### config.mk
export PLATFORM = sky130hd
export DESIGN_NAME = cozy_uart
export DESIGN_NICKNAME = d
export VERILOG_FILES = /design/src/rtl/cozy_uart.sv
export SDC_FILE = /design/constraint.sdc
export NUM_CORES = 1
export LEC_CHECK = 0
export CAP_MARGIN = 20
export CORE_ASPECT_RATIO = 1.5
export CORE_MARGIN = 5
export CORE_UTILIZATION = 40
export CTS_BUF_LIST = sky130_fd_sc_hd__clkbuf_8
export DETAILED_ROUTE_END_ITERATION = 8
export GPL_ROUTABILITY_DRIVEN = 0
export GPL_TIMING_DRIVEN = 0
export PLACE_DENSITY = 0.66
export SETUP_SLACK_MARGIN = 0.15
export SLEW_MARGIN = 15
export SYNTH_ARGS = -nofsm -noshare
export SYNTH_HDL_FRONTEND = slang
export SYNTH_SLANG_ARGS = --single-unit
export TNS_END_PERCENT = 30
### constraint.sdc
create_clock -name clk -period 7.1 [get_ports clk]
set_clock_uncertainty 0.1 [all_clocks]
set_input_delay 1.775 -clock clk [delete_from_list [all_inputs] [get_ports clk]]
set_output_delay 1.775 -clock clk [all_outputs]
set_load 0.05 [all_outputs]
### src/rtl/cozy_uart.sv
`timescale 1ns/1ps
`default_nettype none
//==============================================================================
// cozy_uart - memory-mapped 8N1 UART (TX shifter, RX FIFO) on the cozy_cpu bus.
// Rev 1.0
//==============================================================================
module cozy_uart #(
  parameter logic [15:0] BASE      = 16'hff00,
  parameter int          CLK_DIV   = 434,
  parameter int          FIFO_LOG2 = 2
) (
  input  logic        clk,
  input  logic        reset_n,
  input  logic [15:0] addr,
  input  logic [1:0]  bwe,
  input  logic [15:0] din,
  output logic [15:0] dout,
  output logic        hit,
  input  logic        rxd,
  output logic        txd
);
  localparam int            CW       = $clog2(CLK_DIV);
  localparam int            DEPTH    = 1 << FIFO_LOG2;
  localparam logic [CW-1:0] BIT_END  = CW'(CLK_DIV - 1);
  localparam logic [CW-1:0] HALF_END = CW'(CLK_DIV / 2 - 1);

  typedef enum logic [1:0] {TX_IDLE, TX_START, TX_DATA, TX_STOP} tx_state_t;
  typedef enum logic [2:0] {RX_IDLE, RX_START, RX_DATA, RX_STOP, RX_WAIT} rx_state_t;

  logic sel_data, sel_stat, data_rd, data_wr, stat_wr, data_rd_q, pop;
  logic [7:0] wr_byte;
  logic unused_addr0;

  assign sel_data     = addr[15:1] == BASE[15:1];
  assign sel_stat     = addr[15:1] == BASE[15:1] + 15'd1;
  assign data_rd      = sel_data && (bwe == 2'b00);
  assign data_wr      = sel_data && (bwe != 2'b00);
  assign stat_wr      = sel_stat && (bwe != 2'b00);
  assign wr_byte      = bwe[0] ? din[7:0] : din[15:8];
  assign unused_addr0 = addr[0];

  // RX FIFO and sticky flags
  logic [7:0]         mem [DEPTH];
  logic [FIFO_LOG2:0] wr_ptr, rd_ptr;
  logic               empty, full, push_req, frame_bad, do_push;
  logic               overrun, fr_err, rx_avail, tx_busy;
  logic [7:0]         head, rx_sh;

  assign empty    = wr_ptr == rd_ptr;
  assign full     = (wr_ptr[FIFO_LOG2] != rd_ptr[FIFO_LOG2]) &&
                    (wr_ptr[FIFO_LOG2-1:0] == rd_ptr[FIFO_LOG2-1:0]);
  assign head     = mem[rd_ptr[FIFO_LOG2-1:0]];
  assign rx_avail = !empty;
  // Only the first cycle of a held DATA read pops.
  assign pop      = data_rd && !data_rd_q && !empty;
  assign do_push  = push_req && (!full || pop);

  always_ff @(posedge clk) begin
    if (do_push) mem[wr_ptr[FIFO_LOG2-1:0]] <= rx_sh;
  end

  always_ff @(posedge clk or negedge reset_n) begin
    if (!reset_n) begin
      rd_ptr    <= '0;
      wr_ptr    <= '0;
      overrun   <= 1'b0;
      fr_err    <= 1'b0;
      dout      <= 16'h0000;
      hit       <= 1'b0;
      data_rd_q <= 1'b0;
    end else begin
      if (pop)     rd_ptr <= rd_ptr + 1'b1;
      if (do_push) wr_ptr <= wr_ptr + 1'b1;
      if (push_req && full && !pop)  overrun <= 1'b1;
      else if (stat_wr && wr_byte[2]) overrun <= 1'b0;
      if (frame_bad)                  fr_err <= 1'b1;
      else if (stat_wr && wr_byte[3]) fr_err <= 1'b0;
      hit       <= sel_data || sel_stat;
      data_rd_q <= data_rd;
      if (data_rd)
        dout <= empty ? 16'h0000 : {head, head};
      else if (sel_stat && bwe == 2'b00)
        dout <= {12'h000, fr_err, overrun, tx_busy, rx_avail};
      else
        dout <= 16'h0000;
    end
  end

  // TX shifter
  tx_state_t     tx_state;
  logic [CW-1:0] tx_cnt;
  logic [2:0]    tx_bit;
  logic [7:0]    tx_sh;

  assign tx_busy = tx_state != TX_IDLE;

  always_ff @(posedge clk or negedge reset_n) begin
    if (!reset_n) begin
      tx_state <= TX_IDLE;
      tx_cnt   <= '0;
      tx_bit   <= 3'd0;
      tx_sh    <= 8'h00;
      txd      <= 1'b1;
    end else if (tx_state == TX_IDLE) begin
      if (data_wr) begin
        tx_state <= TX_START;
        tx_sh    <= wr_byte;
        tx_cnt   <= '0;
        txd      <= 1'b0;
      end
    end else if (tx_cnt != BIT_END) begin
      tx_cnt <= tx_cnt + 1'b1;
    end else begin
      tx_cnt <= '0;
      case (tx_state)
        TX_START: begin
          tx_state <= TX_DATA;
          tx_bit   <= 3'd0;
          txd      <= tx_sh[0];
        end
        TX_DATA: begin
          if (tx_bit == 3'd7) begin
            tx_state <= TX_STOP;
            txd      <= 1'b1;
          end else begin
            tx_bit <= tx_bit + 3'd1;
            tx_sh  <= {1'b0, tx_sh[7:1]};
            txd    <= tx_sh[1];
          end
        end
        default: tx_state <= TX_IDLE;
      endcase
    end
  end

  // RX receiver
  rx_state_t     rx_state;
  logic          rx_s1, rx_s2, rx_prev;
  logic [CW-1:0] rx_cnt;
  logic [2:0]    rx_bit;

  assign push_req  = (rx_state == RX_STOP) && (rx_cnt == BIT_END) && rx_s2;
  assign frame_bad = (rx_state == RX_STOP) && (rx_cnt == BIT_END) && !rx_s2;

  always_ff @(posedge clk or negedge reset_n) begin
    if (!reset_n) begin
      rx_s1    <= 1'b1;
      rx_s2    <= 1'b1;
      rx_prev  <= 1'b1;
      rx_state <= RX_IDLE;
      rx_cnt   <= '0;
      rx_bit   <= 3'd0;
      rx_sh    <= 8'h00;
    end else begin
      rx_s1   <= rxd;
      rx_s2   <= rx_s1;
      rx_prev <= rx_s2;
      case (rx_state)
        RX_IDLE: begin
          if (rx_prev && !rx_s2) begin
            rx_state <= RX_START;
            rx_cnt   <= '0;
          end
        end
        RX_START: begin
          if (rx_cnt == HALF_END) begin
            rx_cnt   <= '0;
            rx_bit   <= 3'd0;
            rx_state <= rx_s2 ? RX_IDLE : RX_DATA;
          end else begin
            rx_cnt <= rx_cnt + 1'b1;
          end
        end
        RX_DATA: begin
          if (rx_cnt == BIT_END) begin
            rx_cnt <= '0;
            rx_sh  <= {rx_s2, rx_sh[7:1]};
            if (rx_bit == 3'd7) rx_state <= RX_STOP;
            else                rx_bit   <= rx_bit + 3'd1;
          end else begin
            rx_cnt <= rx_cnt + 1'b1;
          end
        end
        RX_STOP: begin
          if (rx_cnt == BIT_END) begin
            rx_cnt   <= '0;
            rx_state <= rx_s2 ? RX_IDLE : RX_WAIT;
          end else begin
            rx_cnt <= rx_cnt + 1'b1;
          end
        end
        RX_WAIT:  if (rx_s2) rx_state <= RX_IDLE;
        default:  rx_state <= RX_IDLE;
      endcase
    end
  end

endmodule
`default_nettype wire

# Word level (Yosys, flattened, before mapping)
# Memories as Yosys holds them, arrays and structs flattened.
# Cells that the tools add are included.
[word_totals] ff_bits=75 latch_bits=0 mem_bits_rw=32 rom_bits=0 output_inout_bits=18 elab_cells=147 mem_count=1
[memory_table] name="mem" words=4 word_bits=8 rd=1 rd_ports_with_merged_regs=0 wr=1 line="43" source="logic [7:0] mem [DEPTH];"
[op_classes] addsub=6 multipliers=0 n_div=0 magnitude_cmp=0 n_eq_ne=28 shifts=0 n_mux=47 bitwise_logic=2 n_reduce_logical=44
[ops] operator="two-way mux 9 bit" count=6
[ops] operator="two-way mux 8 bit" count=6
[ops] operator="two-way mux 3 bit" count=11
[ops] operator="two-way mux 16 bit" count=2
[ops] operator="== test 15 bit, second input constant" count=2
[ops] operator="case mux 9 bit (3 select lines)" count=1
[ops] operator="!= test 2 bit, second input constant" count=10
[ops] operator="adder 9 x 1 -> 9 bit, second input constant" count=2
[ops] operator="logical AND 1 bit" count=16
[ops] operator="case mux 3 bit (5 select lines)" count=1
[ops] operator="nonzero test 2 bit" count=7
[ops] operator="adder 3 x 1 -> 3 bit, second input constant" count=4
[ops] operator="case mux 3 bit (2 select lines)" count=2
[ops] operator="AND reduction 4 bit" count=3
[ops] operator="two-way mux 1 bit" count=10
[ops] operator="two-way mux 2 bit" count=5
[ops] operator="== test 3 bit, second input constant" count=3
[ops] operator="== test 9 x 8 -> 1 bit, second input constant" count=1
[ops] operator="== test 9 bit, second input constant" count=1
[ops] operator="!= test 9 bit, second input constant" count=1
[ops] operator="== test 3 x 2 -> 1 bit, second input constant" count=2
[ops] operator="AND reduction 3 bit" count=2
[ops] operator="AND reduction 6 bit" count=1
[ops] operator="nonzero test 3 bit" count=2
[ops] operator="other kinds (18)" count=26

# Logic depth before layout (Yosys ltp)
# Gate-level depths: netlist (run 1).
[depth] depth_word=8 depth_mapped=8 mapped_depth_nobuf=7

# Worst setup path before layout (run 1)
# No wires, ideal clock.
[synth_path] path_type="in2reg" startpoint="in addr[2]" endpoint="mem mem[3][0] (enable)" setup_time_ns=0.339 arrival_time_ns=3.550 slack_ns=3.111 cell_stages=4 n_path_buf=0 cell_sequence="or4_1 > or4_4 > o41ai_4 > and3_1"
[synth_via] elab_chain_cells=8
[synth_lines] item="start: declaration" line="14" source="input logic [15:0] addr,"
[synth_lines] item="== test 15 bit" line="34" source="assign sel_data = addr[15:1] == BASE[15:1];"
[synth_lines] item="logical AND 1 bit" line="36" source="assign data_rd = sel_data && (bwe == 2'b00);"
[synth_lines] item="logical AND 1 bit (2 in series)" line="55" source="assign pop = data_rd && !data_rd_q && !empty;"
[synth_lines] item="logical OR 1 bit" line="56" source="assign do_push = push_req && (!full || pop);"
[synth_lines] item="logical AND 1 bit" line="56"
[synth_lines] item="two-way mux 1 bit" line="59" source="if (do_push) mem[wr_ptr[FIFO_LOG2-1:0]] <= rx_sh;"
[synth_lines] item="two-way mux 1 bit (not written as such)" line="59"
[synth_lines] item="end: declaration" line="43"
# No other way between the ends.

# Worst setup path after layout (run 1)
[layout_path] startpoint="in addr[2]" endpoint="mem mem[3][1] (enable)"
# Same word-level chain as after synthesis.

==> results_dict.tcl, run 1 <==
set metrics [dict create \
    hold_class "reg -> reg" \
    path_clk_slew_ps 100 \
    stdcell_count 615 \
    clk_latency_ps 370 \
    end_kind "flip-flop" \
    core_um2 12020 \
    synthCells 394 \
    port_buffers 51 \
    ant_nets 0 \
    io_pins 55 \
    grt_pass1_wl_mm 16.88 \
    outcome "finished, final reports clean" \
    ys_types 58 \
    dr.pass1.iters 4 \
    vias_per_cell 5.354 \
    relSlewSlack 0.4511 \
    nets 512 \
    dieHeight_um 145.4 \
    wl_per_cell_um 16.31 \
    fin_ws_ps 2755 \
    numCtsBuffers 9 \
    numClockSinks 103 \
    layout-drive-gt1-share 0.1385 \
    final_util 0.4842 \
    ys.flop_type "dfrtp_1" \
    period_share 0.6120 \
    min_period_ps 4345 \
    cts_tree "yes" \
    power_density_nw_per_um2 207.0 \
    path_max_fanout 9 \
    hold_buffers 0 \
    peakVddDrop_mv 0.1026 \
    cp.required_ps 7010 \
    setup.worst_path.start_class "input pin" \
    avgSynthCellArea_um2 12.41 \
    slew_viol_final 0 \
    synth_fp_nets 449 \
    cap_viol_max_count 0 \
    clock_path_buffers 2 \
    crit_type "in -> reg" \
    fillers 1109 \
    rsz0062_at_grt "false" \
    max_freq_mhz 230.1 \
    yosys_warnings 0 \
    drc_errors 0 \
    power_mw 1.205 \
    leakagePower_nw 2.523 \
    finalSetupTns_ps 0 \
    grt_pass1_vias 3483 \
    worstMarginPinSlew_ps 823.4 \
    grt_max_degree 38 \
    synth-seq-cells 103 \
    synthesis.area_um2 4891 \
    cts-root-buf "clkbuf_8" \
    post_cts_buffers 0 \
    rows 49 \
    num_antenna_cells 0 \
    yosysSeqAreaShare 0.5608 \
    cts_resized 0 \
    overflow 0 \
    via_count 3293 \
    hold_violations 0 \
    placedCellCount 599 \
    drtIter0Drc 110 \
    cts.htree.levels 3 \
    async_flop_share 0.6893 \
    final-setup-viol-count 0 \
    synth_edf_count 32 \
    cp_data_arrival_time_ps 4250 \
    routed_wl_mm 10.03 \
    area_delta_synth_final_pct 18.96 \
    dieArea_um2 14580 \
    hpwl_mm 7.313 \
    die_w_um 100.3 \
    grt_use_total 0.1448 \
    antenna_found_initial 0 \
    start_util 0.4070 \
    pre_cts_ws_ps 2362 \
]
-- state kept, by name, indices dropped and copies added (netlist names), 2 cells and up --
name	count
rx_cnt	9
dout	12
wr_ptr	3
tx_state	2
tx_sh	8
rd_ptr	3
rx_sh	8
tx_bit	3
tx_cnt	9
mem	32
rx_state	3
rx_bit	3
-- worst paths after layout --
| path | start | endpoint | slack [ps] | cells after the start |
|---|---|---|---|---|
| min | rx_s1$_DFF_PN1_ | rx_s2$_DFF_PN1_ | 260 | 0 |
| max reg2reg | rx_cnt[1]$_DFFE_PN0P_ | rx_cnt[2]$_DFFE_PN0P_ | 4420 | 8 |
| min reg2reg | rx_s1$_DFF_PN1_ | rx_s2$_DFF_PN1_ | 260 | 0 |
| max in group asynchronous | reset_n | txd$_DFFE_PN1P_ | 5030 | 2 |
| min in group asynchronous | reset_n | tx_bit[0]$_DFFE_PN0P_ | 1250 | 1 |
| max | addr[2] | mem[3][1]$_DFFE_PP_ | 2750 | 5 |
-- worst max-delay path, stage by stage --
cell,delay [ps]
clkdlybuf4s50_1,390
or4_1,540
or4_4,610
o41ai_4,370
and3_1,560
-- logic make-up after synthesis --
logic type               count (synthesis)  synth area share
AO/OA/AOI/OAI                           76            0.1026
XOR/XNOR                                 8           0.01433
adder cells (fa/ha/maj)                 18           0.04605
buffers and inverters                   35           0.03249
flip-flops                             103            0.5608
multiplexers                            40            0.1136
AND/OR/NAND/NOR                        114            0.1302
-- metal layers --
layer  track usage  up-vias  routed length, um  share of wire
met1        0.1587     1651               3969           0.40
met2        0.2620       56               5504           0.55
met4       0.05732        0                194          0.019
met3       0.03597       13                360          0.036
li1              -     1573                  -              -
met5             0        -                  0              0
-- cell usage after synthesis, drive strengths merged (3+ instances only) --
library cell  number  area share
a21o               7       0.011
a21oi             13       0.013
a22o               5      0.0090
a31o               3      0.0054
a31oi              5      0.0064
and3               8       0.010
buf                5      0.0084
clkbuf            12      0.0092
dfrtp             67        0.34
dfstp              4       0.021
edfxtp            32        0.20
ha                18       0.046
inv               16       0.012
mux2              19       0.048
mux2i             13       0.029
mux4               8       0.037
nand2             17       0.013
nand2b             6      0.0077
nand3             11       0.011
nand4              4      0.0051
nor2              29       0.022
nor2b             10       0.013
nor3               4      0.0041
nor4               6      0.0077
o21ai             28       0.029
or4                3      0.0054
xnor2              7       0.013
-- through the flow --
step	hold WS, ps	cell area, um2
3_5_place_dp	252.9	5610
5_1_grt	274.2	5818
4_1_cts	267.8	5818
6_report	263.9	5818
2_1_floorplan	245.2	4891
3_3_place_gp	248.1	5593
-- placed cells by master, fill, tap and decap left out, drive strengths merged, types with 8 or more instances in the layout --
cell type	n
nand3	11
mux2	19
inv	21
mux2i	13
o21ai	28
mux4	8
edfxtp	32
ha	18
dfrtp	67
a21oi	13
nand2	17
nor2b	10
clkbuf	21
nor2	29
clkdlybuf4s50	50
and3	8
-- cell type report --
class / count / area (um2) / area share
plain buffers: 17 / 86.33 / 0.01484
clock inverters: 7 / 83.83 / 0.01441
multi-input cells: 256 / 1989 / 0.3419
flip-flops and latches: 103 / 2743 / 0.4714
well taps: 153 / 191.4 / 0.03290
repair buffers: 52 / 528.0 / 0.09075
clock buffers: 9 / 123.9 / 0.02129
inverters: 18 / 72.57 / 0.01247
-- where the power goes --
group | switching (mW) | total [mW] | internal, mW
clock network | 0.216 | 0.387 | 0.171
logic | 0.0931 | 0.167 | 0.0737
registers | 0.0219 | 0.650 | 0.629
total | 0.331 | 1.20 | 0.874
No activity file was read; power rests on OpenSTA's default activity.
==> run 2, diff against run 1 <==
--- a/config.mk
+++ b/config.mk
@@ -13,7 +13,7 @@
 export DETAILED_ROUTE_END_ITERATION = 8
 export GPL_ROUTABILITY_DRIVEN = 0
 export GPL_TIMING_DRIVEN = 0
-export PLACE_DENSITY = 0.66
+export PLACE_DENSITY = 0.68
 export SETUP_SLACK_MARGIN = 0.15
 export SLEW_MARGIN = 15
 export SYNTH_ARGS = -nofsm -noshare
==> constraint.sdc (replaced) <==
create_clock -name clk -period 3.7 [get_ports clk]
set_clock_uncertainty 0.1 [all_clocks]
set_input_delay 0.925 -clock clk [delete_from_list [all_inputs] [get_ports clk]]
set_output_delay 0.925 -clock clk [all_outputs]
set_load 0.05 [all_outputs]
==> results_dict.tcl, run 2 (synthesized netlist as in run 1, its figures left out) <==
set metrics [dict create \
    start_util 0.4070 \
    hpwl_mm 6.957 \
    setup.worst_path.start_class "input pin" \
    overflow 0 \
    io_pins 55 \
    wl_per_cell_um 15.46 \
    relSlewSlack 0.4300 \
    vias_per_cell 5.244 \
    grt_max_degree 48 \
    cts-root-buf "clkbuf_8" \
    ff2ff_setup_slack_ps 1030 \
    cp_data_arrival_time_ps 3340 \
    critical_path_depth 5 \
    cts_tree "yes" \
    fin_area_um2 5849 \
    dieHeight_um 145.4 \
    crit_buf_inv 1 \
    grt_use_total 0.1391 \
    layout-drive-gt1-share 0.1385 \
    num_antenna_cells 0 \
    area_delta_synth_final_pct 19.60 \
    clock_path_buffers 2 \
    rows 49 \
    cap_viol_max_count 0 \
    crit_family "simple AND/OR/NAND/NOR gates" \
    outcome "finished, final reports clean" \
    cts.htree.levels 3 \
    slew_viol_final 0 \
    min_delay_path_depth 0 \
    fillers 1082 \
    core_um2 12020 \
    gr-usage-met3 0.03118 \
    busiest_layer "met2" \
    path_clk_slew_ps 100 \
    min_to "rx_s2$_DFF_PN1_" \
    numCtsBuffers 9 \
    worst-r2r-cell-count 8 \
    path_max_fanout 9 \
    die_w_um 100.3 \
    antenna_found_initial 0 \
    placed_cell_area_um2 5618 \
    grt_pass1_wl_mm 16.28 \
    use_met2 0.2513 \
    end_kind "flip-flop" \
    timing.hold.ws_ps 262.7 \
    final-setup-viol-count 0 \
    cpMaxStageDelayCell "or4_4" \
    min_period_ps 3413 \
    numClockSinks 103 \
    placedCellCount 599 \
    r2r_start "rx_cnt[1]$_DFFE_PN0P_" \
    max_freq_mhz 293.0 \
    period_share 0.9224 \
    port_buffers 51 \
    peakVddDrop_mv 0.2100 \
    drc_errors 0 \
    power_density_nw_per_um2 403.2 \
    crit_type "in -> reg" \
    r2r_end "rx_cnt[8]$_DFFE_PN0P_" \
    cpPeakStageDelay_ps 600 \
    drtIter0Drc 117 \
    final_common_cell "dfrtp_1" \
    dieArea_um2 14580 \
    nets 512 \
    cts_resized 0 \
    clk_latency_ps 380 \
    path_cells "clkdlybuf4s50_1 -> or4_1 -> or4_4 -> o41ai_4 -> and3_1" \
    cp.required_ps 3630 \
    hold_violations 0 \
    grt_use_met1 0.1587 \
    ant_nets 0 \
    final_util 0.4868 \
    worstMarginPinSlew_ps 855.0 \
    hold_buffers 0 \
    hold_class "reg -> reg" \
    leakagePower_nw 2.534 \
    via_count 3225 \
    grt_pass1_vias 3345 \
    routed_wl_mm 9.508 \
    dr.pass1.iters 4 \
    post_cts_buffers 0 \
    power_mw 2.359 \
    stdcell_count 615 \
    rsz0062_at_grt "false" \
    mostFrequentLayoutCells "67 x dfrtp_1, 50 x clkdlybuf4s50_1, 32 x edfxtp_1, 29 x nor2_1, 28 x o21ai_0" \
    worstHoldStart "rx_s1$_DFF_PN1_" \
    largest_reg_flops 32 \
]
## run 2: how the worst max path moves through the flow
stage	start	end	slack, ps
2_1_floorplan	addr[2]	mem[3][0]$_DFFE_PP_	560
3_3_place_gp	reset_n	dout[13]$_DFF_PN0_	-920
3_5_place_dp	addr[2]	mem[3][4]$_DFFE_PP_	-180
4_1_cts	addr[2]	mem[3][0]$_DFFE_PP_	240
5_1_grt	addr[2]	mem[3][0]$_DFFE_PP_	160
6_report	addr[2]	mem[3][1]$_DFFE_PP_	290
## run 2: through the flow
stage          setup TNS (ps)  setup slack (ps)
2_1_floorplan               0             561.0
3_3_place_gp           -65330            -917.4
3_5_place_dp            -4824            -182.3
4_1_cts                     0             235.5
5_1_grt                     0             160.2
6_report                    0             287.3
## run 2: power breakdown
| group | internal [mW] | switching [mW] |
|---|---|---|
| clock network | 0.390 | 0.402 |
| logic | 0.143 | 0.177 |
| registers | 1.21 | 0.0409 |
## run 2: area by class of cell
class / count / area, um2 / area share
buffer: 17 / 86.33 / 0.01476
tap: 153 / 191.4 / 0.03273
sequential: 103 / 2743 / 0.4689
multi-input combinational: 256 / 1989 / 0.3401
inverter: 18 / 72.57 / 0.01241
clock buffer: 9 / 123.9 / 0.02118
timing repair buffer: 52 / 535.5 / 0.09155
clock inverter: 7 / 107.6 / 0.01840
## run 2: routing by layer
metal | vias up | wire, um
met1 | 1602 | 3789
met4 | 0 | 170
met2 | 41 | 5247
met3 | 12 | 300
met5 | - | 0
li1 | 1570 | -
## run 2: worst register-to-register path, cell delays in order (launching register included)
cell,delay (ps)
dfrtp_1,420
inv_1,110
ha_1,190
nand3b_1,80
or4_1,440
a21oi_1,480
clkbuf_1,380
o21ai_0,160
a21o_1,220
